<file path="config.mk">
export PLATFORM = sky130hd
export DESIGN_NAME = rf_exec
export DESIGN_NICKNAME = d
export VERILOG_FILES = /design/src/rtl/rf_exec_pkg.sv /design/src/rtl/rf_exec_array.sv /design/src/rtl/rf_exec.sv
export SDC_FILE = /design/constraint.sdc
export NUM_CORES = 1
export LEC_CHECK = 0
export CAP_MARGIN = 15
export CORE_ASPECT_RATIO = 0.6
export CORE_MARGIN = 2
export CORE_UTILIZATION = 48
export DETAILED_ROUTE_END_ITERATION = 10
export GPL_TIMING_DRIVEN = 1
export MAX_ROUTING_LAYER = met4
export PLACE_DENSITY_LB_ADDON = 0.3
export SLEW_MARGIN = 10
export SYNTH_ARGS = -nofsm -noshare
export SYNTH_HDL_FRONTEND = slang
export SYNTH_SLANG_ARGS = --single-unit
</file>
<file path="constraint.sdc">
create_clock -name clk -period 4.2 [get_ports clk]
set_input_delay 0.84 -clock clk [delete_from_list [all_inputs] [get_ports clk]]
set_output_delay 0.84 -clock clk [all_outputs]
set_load 0.02 [all_outputs]
</file>
<file path="src/rtl/rf_exec_pkg.sv">
// rf_exec_pkg: shared types, array geometry and the MISR step for rf_exec.
// Configuration macro used by rf_exec: RF_EXEC_FWD_EN.
package rf_exec_pkg;

  localparam int RF_DEPTH   = 32;
  localparam int RF_AW      = 5;
  localparam int MISR_MAX_W = 64;

  typedef enum logic [1:0] {
    IDLE   = 2'd0,
    RUN    = 2'd1,
    DRAIN  = 2'd2,
    REPORT = 2'd3
  } state_e;

  // One MISR step: rotate-left-by-one of s within w bits, then xor d.
  // Operands are carried zero-extended in a 64-bit container so one function
  // serves any signature width up to MISR_MAX_W.
  function automatic logic [MISR_MAX_W-1:0] misr_step(
    input logic [MISR_MAX_W-1:0] s,
    input logic [MISR_MAX_W-1:0] d,
    input int                    w
  );
    logic [MISR_MAX_W-1:0] mask;
    logic [MISR_MAX_W-1:0] rot;
    mask = (w >= MISR_MAX_W) ? '1 : ((64'd1 << w) - 64'd1);
    rot  = ((s << 1) | ((s >> (w - 1)) & 64'd1)) & mask;
    return (rot ^ d) & mask;
  endfunction

endpackage

</file>
<file path="src/rtl/rf_exec_array.sv">
// rf_array: 32 x WIDTH register array, two combinational read ports and one
// synchronous write port. Reset loads each entry with its own index.
module rf_array
  import rf_exec_pkg::*;
#(
  parameter int WIDTH = 16
) (
  input  logic             clk,
  input  logic             rst_n,
  input  logic [RF_AW-1:0] rd_addr_a,
  input  logic [RF_AW-1:0] rd_addr_b,
  output logic [WIDTH-1:0] rd_data_a,
  output logic [WIDTH-1:0] rd_data_b,
  input  logic             wr_vld,
  input  logic [RF_AW-1:0] wr_addr,
  input  logic [WIDTH-1:0] wr_data
);

  logic [WIDTH-1:0] mem [RF_DEPTH];

  // Storage: index pattern on reset, single write port otherwise.
  always_ff @(posedge clk or negedge rst_n) begin
    if (!rst_n) begin
      for (int i = 0; i < RF_DEPTH; i++) begin
        mem[i] <= WIDTH'(i);
      end
    end else if (wr_vld) begin
      mem[wr_addr] <= wr_data;
    end
  end

  assign rd_data_a = mem[rd_addr_a];
  assign rd_data_b = mem[rd_addr_b];

endmodule

</file>
<file path="src/rtl/rf_exec.sv">
// rf_exec: executes array[W] = array[A] + array[B] for each command triple
// from the register-file test sequencer, folds every written value into a
// MISR, and reports pass/fail against exp_sig after done.
// Optional macro RF_EXEC_FWD_EN: forward the stage-2 sum into the stage-1
// read ports on a distance-1 hazard. Undefined: hazard reads the old value.
//
// state  | meaning
// IDLE   | waiting for the first command of a run
// RUN    | accepting commands, watching seq_error, waiting for done
// DRAIN  | one cycle to retire the last in-flight op
// REPORT | compare signature, launch result pulse
module rf_exec
  import rf_exec_pkg::*;
#(
  parameter int WIDTH = 16
) (
  input  logic             clk,
  input  logic             rst_n,
  input  logic             cmd_vld,
  input  logic [RF_AW-1:0] rd_enA,
  input  logic [RF_AW-1:0] rd_enB,
  input  logic [RF_AW-1:0] wr_en,
  input  logic             done,
  input  logic             seq_error,
  input  logic [WIDTH-1:0] exp_sig,
  output logic [WIDTH-1:0] sig,
  output logic             busy,
  output logic             result_vld,
  output logic             pass,
  output logic             fail
);

  state_e state, state_nxt;

  logic             accept;
  logic             start;
  logic             err_set;
  logic             report;
  logic             err_sticky;
  logic             pass_n;

  logic             v1;
  logic [WIDTH-1:0] a1, b1;
  logic [RF_AW-1:0] w1;
  logic [WIDTH-1:0] sum;

  logic [WIDTH-1:0] rd_a, rd_b;
  logic [WIDTH-1:0] opa, opb;

  rf_array #(.WIDTH(WIDTH)) u_array (
    .clk       (clk),
    .rst_n     (rst_n),
    .rd_addr_a (rd_enA),
    .rd_addr_b (rd_enB),
    .rd_data_a (rd_a),
    .rd_data_b (rd_b),
    .wr_vld    (v1),
    .wr_addr   (w1),
    .wr_data   (sum)
  );

  assign sum = a1 + b1;

`ifdef RF_EXEC_FWD_EN
  assign opa = (v1 && (rd_enA == w1)) ? sum : rd_a;
  assign opb = (v1 && (rd_enB == w1)) ? sum : rd_b;
`else
  assign opa = rd_a;
  assign opb = rd_b;
`endif

  // State register.
  always_ff @(posedge clk or negedge rst_n) begin
    if (!rst_n) state <= IDLE;
    else        state <= state_nxt;
  end

  // Next state and per-cycle control strobes.
  always_comb begin
    state_nxt = state;
    accept    = 1'b0;
    start     = 1'b0;
    err_set   = 1'b0;
    report    = 1'b0;
    case (state)
      IDLE: begin
        if (cmd_vld) begin
          accept    = 1'b1;
          start     = 1'b1;
          state_nxt = done ? DRAIN : RUN;
        end
      end
      RUN: begin
        accept  = cmd_vld;
        err_set = seq_error;
        if (done) state_nxt = DRAIN;
      end
      DRAIN: begin
        err_set   = cmd_vld;
        state_nxt = REPORT;
      end
      REPORT: begin
        err_set   = cmd_vld;
        report    = 1'b1;
        state_nxt = IDLE;
      end
      default: state_nxt = IDLE;
    endcase
  end

  assign pass_n = (sig == exp_sig) && !err_sticky;
  assign busy   = (state != IDLE);

  // Stage-1 pipeline register: operands and write address of the accepted op.
  always_ff @(posedge clk or negedge rst_n) begin
    if (!rst_n) begin
      v1 <= 1'b0;
      a1 <= '0;
      b1 <= '0;
      w1 <= '0;
    end else begin
      v1 <= accept;
      if (accept) begin
        a1 <= opa;
        b1 <= opb;
        w1 <= wr_en;
      end
    end
  end

  // Signature: cleared at run start, stepped by each retiring write.
  always_ff @(posedge clk or negedge rst_n) begin
    if (!rst_n)     sig <= '0;
    else if (start) sig <= '0;
    else if (v1)    sig <= WIDTH'(misr_step(64'(sig), 64'(sum), WIDTH));
  end

  // Sticky error collected over a run.
  always_ff @(posedge clk or negedge rst_n) begin
    if (!rst_n)       err_sticky <= 1'b0;
    else if (start)   err_sticky <= 1'b0;
    else if (err_set) err_sticky <= 1'b1;
  end

  // Result pulse and held verdict.
  always_ff @(posedge clk or negedge rst_n) begin
    if (!rst_n) begin
      result_vld <= 1'b0;
      pass       <= 1'b0;
      fail       <= 1'b0;
    end else begin
      result_vld <= report;
      if (report) begin
        pass <= pass_n;
        fail <= !pass_n;
      end else if (start) begin
        pass <= 1'b0;
        fail <= 1'b0;
      end
    end
  end

endmodule
</file>
# --- Word level (Yosys, flattened, before mapping) ---
# Cells that the tools add are included.
totals:
  regBits: 572
  output_inout_bits: 20
  inputBits: 36
  word_cells: 94
op_classes:
  n_bitwise: 5
  add_sub_neg: 1
  order_cmp: 4
  reduce_logical: 11
  eq_ne: 6
  n_mux: 25
op_table:
  columns: ["operator", "count"]
  rows:
  - ["$bwmux 512", 1]
  - ["$bmux 16 s5", 2]
  - ["$mux 16", 7]
  - ["$demux 16 s5", 1]
  - ["$ge 6x6->1 const B", 3]
  - ["$not 5->6", 3]
  - ["$add 16x16->16", 1]
  - ["$eq 16x16->1", 1]
  - ["$or 16x1->16", 1]
  - ["$xor 16x16->16", 1]
  - ["$mux 1", 8]
  - ["$pmux 2 s4", 1]
  - ["$reduce_bool 2->1", 4]
  - ["$lt 6x1->1 const B", 1]
  - ["$mux 2", 3]
  - ["$eq 2x2->1 const B", 2]
  - ["$ne 2x2->1 const B", 2]
  - ["$pmux 1 s2", 2]
  - ["$eq 2x1->1 const B", 1]
  - ["$logic_and 1x1->1", 2]
  - ["$logic_not 1->1", 2]
  - ["$logic_not 2->1", 1]
  - ["$reduce_and 2->1", 1]
  - ["$reduce_or 2->1", 1]

# --- Depth between registers and ports, before layout ---
# Gate-level depths: netlist (run 1).
depth:
  word_depth: 6
  mapped_depth: 9
  mapped_depth_nobuf: 8

# --- Cells and area by module ---
# Synthesis (run 1) repeated with hierarchy kept, for this count alone.
hier_totals:
  cells_unflattened: 2610
  area_unflattened_um2: 31894.3
modules_own_cells:
  columns: ["module", "cells_per_inst", "seq_area_each_um2", "n_inst", "area_per_inst_um2"]
  rows:
  - ["rf_array", 2299, 12912.4, 1, 28422.3]
  - ["rf_exec", 311, 1501.4, 1, 3472.1]

# --- Worst setup path before layout (run 1) ---
# Ideal clock, no wire load.
synth_timing:
  path_type: "input to register"
  startpoint: "input port rd_enA[0]"
  endpoint: "register a1[10]"
  cell_stages: 6
  t_required_ps: 4062
  setup_slack_ps: 1524
  n_path_buf: 2
  arrival_time_ps: 2538
  setup_ps: 138
  cell_sequence: "clkbuf_1 buf_2 mux4_2 mux4_2 mux2i_1 o21ai_0"
synth_between:
  elab_chain_cells: 4
synth_lines:
  columns: ["element", "line", "rtl"]
  rows:
  - ["start, declared", "rf_exec.sv:20", "input logic [RF_AW-1:0] rd_enA,"]
  - ["$not 5->6 (not written as such)", "rf_exec_array.sv:32", "assign rd_data_a = mem[rd_addr_a];"]
  - ["$bmux 16 s5", "rf_exec_array.sv:32", null]
  - ["$mux 16 (not written as such) (2 in series)", "rf_exec_array.sv:32", null]
  - ["end signal, assigned", "rf_exec.sv:124", "a1 <= opa;"]
  - ["end, declared", "rf_exec.sv:43", "logic [WIDTH-1:0] a1, b1;"]
# Every way passes these cells. The select of a mux whose other input is x is not followed.
# A chain may end at the register's enable or synchronous reset.

# --- Final worst setup path (run 1) ---
layout_timing:
  startpoint: "register a1[0]"
  endpoint: "register u_array.mem[56] in the netlist's numbering"
layout_between:
  elab_chain_cells: 2
layout_lines:
  columns: ["element", "line", "rtl"]
  rows:
  - ["$add 16x16->16", "rf_exec.sv:62", "assign sum = a1 + b1;"]
  - ["$bwmux 512", "rf_exec_array.sv:28", "mem[wr_addr] <= wr_data;"]
  - ["end signal, assigned by index", "rf_exec_array.sv:25", "mem[i] <= WIDTH'(i);"]
  - ["end signal, assigned by index", "rf_exec_array.sv:28", null]
  - ["end, declared", "rf_exec_array.sv:19", "logic [WIDTH-1:0] mem [RF_DEPTH];"]
# Every way passes these cells.

==> results of run 1 <==
synth_stat cells, types with 3 or more instances:
master,instances,area (sq um)
nand2_1,531,1990
dfrtp_1,492,12300
o21ai_0,468,2340
mux4_2,320,7210
clkbuf_1,189,709
dfstp_2,80,2100
mux2_2,70,788
mux2i_1,36,360
o21ai_1,31,155
buf_2,29,145
xor2_1,29,254
a21oi_1,23,115
ha_1,20,250
nor2_1,17,63.8
buf_1,11,41.3
a211oi_1,9,67.6
inv_1,8,30.0
a21o_1,7,52.6
nand3_1,7,35.0
nor3b_1,7,52.6
xnor2_1,7,61.3
buf_4,6,45.0
nor3_1,6,30.0
and3_1,5,31.3
clkbuf_2,4,20.0
nand4_1,4,25.0
xor3_1,4,95.1
and3b_1,3,26.3
nor4_1,3,18.8
or3_1,3,18.8
metrics by stage:
step / hold slack [ns] / power, mW
finish: 0.108 / 12.6
CTS: 0.115 / 12.7
detailed placement: 0.481 / 7.69
global placement: 0.466 / 7.63
global route: 0.111 / 13.1
floorplan: 0.454 / 6.89
path summary, 6_finish.rpt:
path                                  from               end  slack (ns)  cells after the start
setup / recovery                     a1[0]   u_array.mem[56]        0.90                      9
hold / removal                       rst_n  u_array.mem[439]        0.11                      1
setup reg to reg                     a1[0]   u_array.mem[56]        0.90                      9
hold reg to reg            u_array.mem[50]   u_array.mem[50]        0.49                      2
max in group asynchronous            rst_n        result_vld        2.78                      3
min in group clk           u_array.mem[50]   u_array.mem[50]        0.49                      2
layer usage:
layer / share of wire / vias up / track usage
met1: 0.43 / 10900 / 0.407
li1: - / 8911 / -
met4: 0.022 / 0 / 0.0645
met2: 0.43 / 1023 / 0.402
met3: 0.12 / 152 / 0.0927
met5: 0 / - / -
power groups by stage:
stage | clock, mW | combinational (mW) | sequential (mW)
2_1_floorplan | 0 | 0.914 | 5.98
3_3_place_gp | 0 | 1.67 | 5.96
3_5_place_dp | 0 | 1.71 | 5.97
4_1_cts | 5.06 | 1.72 | 5.87
5_1_grt | 5.32 | 1.85 | 5.89
6_report | 5.00 | 1.71 | 5.87
cells in the final DEF (no fill, tap or decap), types with 5 or more instances in the layout:
cell type,n
clkdlybuf4s50_1,46
and3_1,5
nand3_1,7
ha_1,19
mux4_2,320
nor3_1,6
nor2_1,17
mux2_2,70
nand2_1,531
clkbuf_16,53
xor2_2,6
buf_12,13
buf_4,80
clkinv_2,11
a21o_1,7
dfstp_2,80
mux2i_1,36
inv_1,8
o21ai_0,468
bufinv_16,5
o21ai_1,30
xor2_1,24
nor3b_1,7
dfrtp_1,492
a21oi_1,23
clkbuf_8,12
clkbuf_1,13
a211oi_1,9
cell type report:
class | instances | area share
Antenna cell | 1 | 0.0000757
Clock buffer | 76 | 0.0458
Clock inverter | 22 | 0.00742
Inverter | 8 | 0.000908
Multi-Input combinational cell | 1638 | 0.436
Sequential cell | 572 | 0.436
Tap cell | 828 | 0.0313
Timing Repair Buffer | 148 | 0.0425
cells by family after synthesis:
logic type | Yosys count
xor gates and xnor gates | 41
and+or+nand+nor | 594
muxes | 426
AOI/OAI and AO/OA | 556
adders and majority gates | 21
buffers and inverters | 247
DFF | 572
state kept, by name (all words and copies together), names as in the netlist:
signal / cells
err_sticky: 1
state: 2
v1: 1
b1: 16
result_vld: 1
fail: 1
sig: 16
u_array.mem: 512
w1: 5
pass: 1
a1: 16
worst max-delay path, stage by stage (launching register included):
cell and delay (ns):
dfrtp_1 0.39, ha_2 0.21, fa_2 0.37, a21oi_1 0.39
o211ai_1 0.25, a21o_1 0.25, a21oi_1 0.36, xor2_2 0.40
buf_4 0.38, o21ai_0 0.16
==> metrics.txt, run 1 <==
worst clock skew=0.0234 ns; Peak VDD IR=0.000302 V; Relative slew margins=0.333; maxcap violations=0; fin crit share=0.786; Starting Density=0.487; Row Count=70; FF+latch area=14400 sq um; drt total wl=86300 um; GRT Util Overall=0.286; die height=197 um; CTS tree=yes; Post-CTS Setup Bufs=0; Ports=56; Synth Area in Simple Gates=0.0793; P_sw=3.49 mW; pre-CTS setup slack=0.964 ns; Mapped Cells=2457; drt wl/cell=26.2 um; area growth from synthesis to layout=11.2%; critical path peak fanout=32; H-tree depth=2; die area=64000 sq um; Sw Ratio=0.277; mapped cell area=29700 sq um; Multi-input gate area=14400 sq um; P_leak=13.5 nW; Post-synth EDFFs=0; Post-Synth XOR/XNOR Area=0.0144; Clock power frac=0.397; Post-DP Area=31300 sq um; placed insts=3194; power per cell area=381 nW/um^2; Arr. time, crit path=3.77 ns; status=completed; Syn Nets=2514; Core Area=61000 sq um; chip width=325 um; DRC=0; GP Congestion=0.937; Worst Path Class, Setup=reg -> reg; DP Wirelength=56600 um; Final Core Density=0.541; setup TNS=0 ns; Pins Over Slew Limit=0; sequential share of power=0.467; final non-filler cell total=3293; CP Capture Type=flop; clock tree sinks=572; Clk Latency, worst-skew pair=0.61 ns; Worst Tran Pin Value=0.995 ns; Comb pwr share=0.136; hold buffers post-CTS=0; CTS root buffer=clkbuf_16; #FFs+latches synth=572; Final min period=3.30 ns; number of port buffers=55; CP Launch Type=flop; DRT Pass-1 Iters=5; first-pass GRT wire length=134000 um; Synth Area in Compound Gates=0.0978; RSZ-0062 raised after global routing=false; internal power=9.09 mW; Min-Delay Path Class=in -> async; largest family of logic cells by synthesized area=multiplexers; adder-cell share of the synthesized area=0.00909; endpoints failing hold=0; mux share of post-synthesis cell area=0.281; Max Clk Rate=303 MHz; total grt overflow=0; setup ws final=0.897 ns; Top FF cell, synth=dfrtp_1; post-cts sizing count=0; # fillers=5073; Synth warnings=0; Final setup violation count=0; Iteration-0 DRC Markers=2315; CP required=4.67 ns; Synth cell types=54; share of cells above drive strength 1=0.274; number of global-route vias before repair=21.3k; vias=21.0k; nets@finish=2477; sequential area share after synthesis=0.485; Design Area, Final=33100 sq um; syn_area_per_cell=12.1 sq um; largest net degree at the start of global routing=141; Vias/cell=6.36; initial antenna violation count=0; CTS Buf Count=52; Max clock buf depth=3; antenna viol nets, final=0; Reg clk slew, reported paths=0.07 ns; ys async rst share=1.00
Power figures use the tool's default switching activity.
==> run 2, diff against run 1 <==
- clock period: 4.2 -> 2.83 ns (I/O delays scaled with it)
==> metrics.txt, run 2 (synthesis gave the netlist of run 1 again) <==
DRC=0 (unchanged); vias=21.4k (+2.2%); Post-DP Area=32100 sq um (+2.6%); endpoints failing hold=0 (unchanged); GP Congestion=0.938 (about the same); nets@finish=2536 (+2.4%); Worst path max stage delay=0.46 ns (+0.06 ns); commonest non-fill, non-tap cell in the layout=nand2_1; P_leak=14.1 nW (+3.9%); WHS=0.487 ns (+0.379 ns); CTS Buf Count=53 (+1.9%); total grt overflow=0 (unchanged); worst clock skew=0.0221 ns (-0.00134 ns); drt wl/cell=26.7 um (+2.0%); CP Capture Type=flop; drt total wl=89600 um (+3.8%); Min-Delay Path Class=in -> async; power per cell area=568 nW/um^2 (+49%); maxcap violations=0 (unchanged); # diodes=0 (-1); Top Family by Delay on Critical Path=compound AO/OA/AOI/OAI gates; Worst Path Class, Setup=reg -> reg; Worst Tran Pin Value=1.21 ns (+0.211 ns); Clock power frac=0.408 (+0.011); die area=64000 sq um (unchanged); Reg clk slew, reported paths=0.07 ns (about the same); setup TNS=0 ns (unchanged); GRT Util Overall=0.296 (+0.00958); max reg flops=512 (unchanged); H-tree depth=2 (unchanged); Relative slew margins=0.193 (-0.141); status=completed; Peak VDD IR=0.000488 V (+62%); Comb pwr share=0.141 (+0.005); placed insts=3250 (+1.8%); fin crit share=0.960 (+0.174); Max Clk Rate=368 MHz (+22%); critical path peak fanout=32 (unchanged); sequential share of power=0.452 (-0.015); Clk Latency, worst-skew pair=0.61 ns (about the same); first-pass GRT wire length=137000 um (+2.1%); Final setup violation count=0 (unchanged); internal power=14.0 mW (+54%); Slowest-stage cell, CP=fa_1; Ports=56 (unchanged); Starting Density=0.487 (unchanged); largest net degree at the start of global routing=95 (-33%); CTS tree=yes; most frequent cells in the layout=nand2_1, dfrtp_1, o21ai_0; Max clock buf depth=3 (unchanged); P_sw=5.34 mW (+53%); Final Core Density=0.558 (+0.0161); DRT Pass-1 Iters=6 (+1); Sw Ratio=0.277 (-0.000798); area growth from synthesis to layout=14.5%; Iteration-0 DRC Markers=2537 (+9.6%); Vias/cell=6.39 (+0.45%); Arr. time, crit path=3.19 ns (-0.58 ns); initial antenna violation count=1 (+1); Largest Register=u_array.mem; DP Wirelength=58600 um (+3.5%); chip width=325 um (unchanged); antenna viol nets, final=0 (unchanged); Final min period=2.72 ns (-0.586 ns); number of global-route vias before repair=21.3k (+0.28%); Cell Chain, Critical Path=ha_1 -> fa_1 -> a21oi_2 -> o211ai_1 -> a21o_1 -> a31oi_4 -> xor2_2 -> buf_12 -> o21ai_0; Core Area=61000 sq um (unchanged); Design Area, Final=34000 sq um (+3.0%); Crit path buffers/inverters=1 (unchanged); number of port buffers=55 (unchanged); CP Launch Type=flop; final non-filler cell total=3352 (+1.8%); Row Count=70 (unchanged); RSZ-0062 raised after global routing=false; clock tree sinks=572 (unchanged); Pins Over Slew Limit=0 (unchanged); share of cells above drive strength 1=0.293 (+0.0196); CTS root buffer=clkbuf_16; CP required=3.30 ns (-1.37 ns); die height=197 um (unchanged)
## run 2: stage by stage
stage / power (mW) / setup WS [ns]
2_1_floorplan: 10.2 / 0.374
3_3_place_gp: 11.5 / -0.203
3_5_place_dp: 11.6 / -0.200
4_1_cts: 19.4 / 0.0458
5_1_grt: 20.0 / 0.00246
6_report: 19.3 / 0.113
## run 2: what timing repair did
action	CTS	global route
setup buffers	0	1
setup endpoints to repair	0	144
gates resized for setup	0	6
endpoints found under the hold margin	39	0
hold buffers	1	0
## run 2: final timing paths
check	from	end	slack, ns	cells past startpoint
min in group clk	u_array.mem[99]	u_array.mem[99]	0.49	2
max	a1[0]	u_array.mem[508]	0.11	9
min reg2reg	u_array.mem[99]	u_array.mem[99]	0.49	2
min	rst_n	u_array.mem[443]	0.49	2
max reg2reg	a1[0]	u_array.mem[508]	0.11	9
max in group asynchronous	rst_n	b1[9]	1.36	3
## run 2: layout make-up
class / instances / area (sq um)
fillers: 4989 / 27000
multi-input cells: 1638 / 14400
flip-flops and latches: 572 / 14400
repair buffers: 206 / 2240
clock buffers: 75 / 1550
well taps: 828 / 1040
clock inverters: 25 / 335
inverters: 8 / 30.0
## run 2: power by group through the flow
stage | clock network, mW | registers (mW) | logic, mW
floorplan | 0 | 8.87 | 1.36
global placement | 0 | 8.85 | 2.66
detailed placement | 0 | 8.86 | 2.70
CTS | 7.95 | 8.71 | 2.71
global route | 8.32 | 8.74 | 2.91
finish | 7.87 | 8.72 | 2.72
## run 2: per-layer routing
layer / vias up / routed length, um / track usage
li1: 9022 / - / -
met1: 11100 / 38200 / 0.429
met2: 1132 / 37900 / 0.406
met3: 218 / 10500 / 0.0817
met4: 0 / 2870 / 0.0895
met5: - / 0 / -
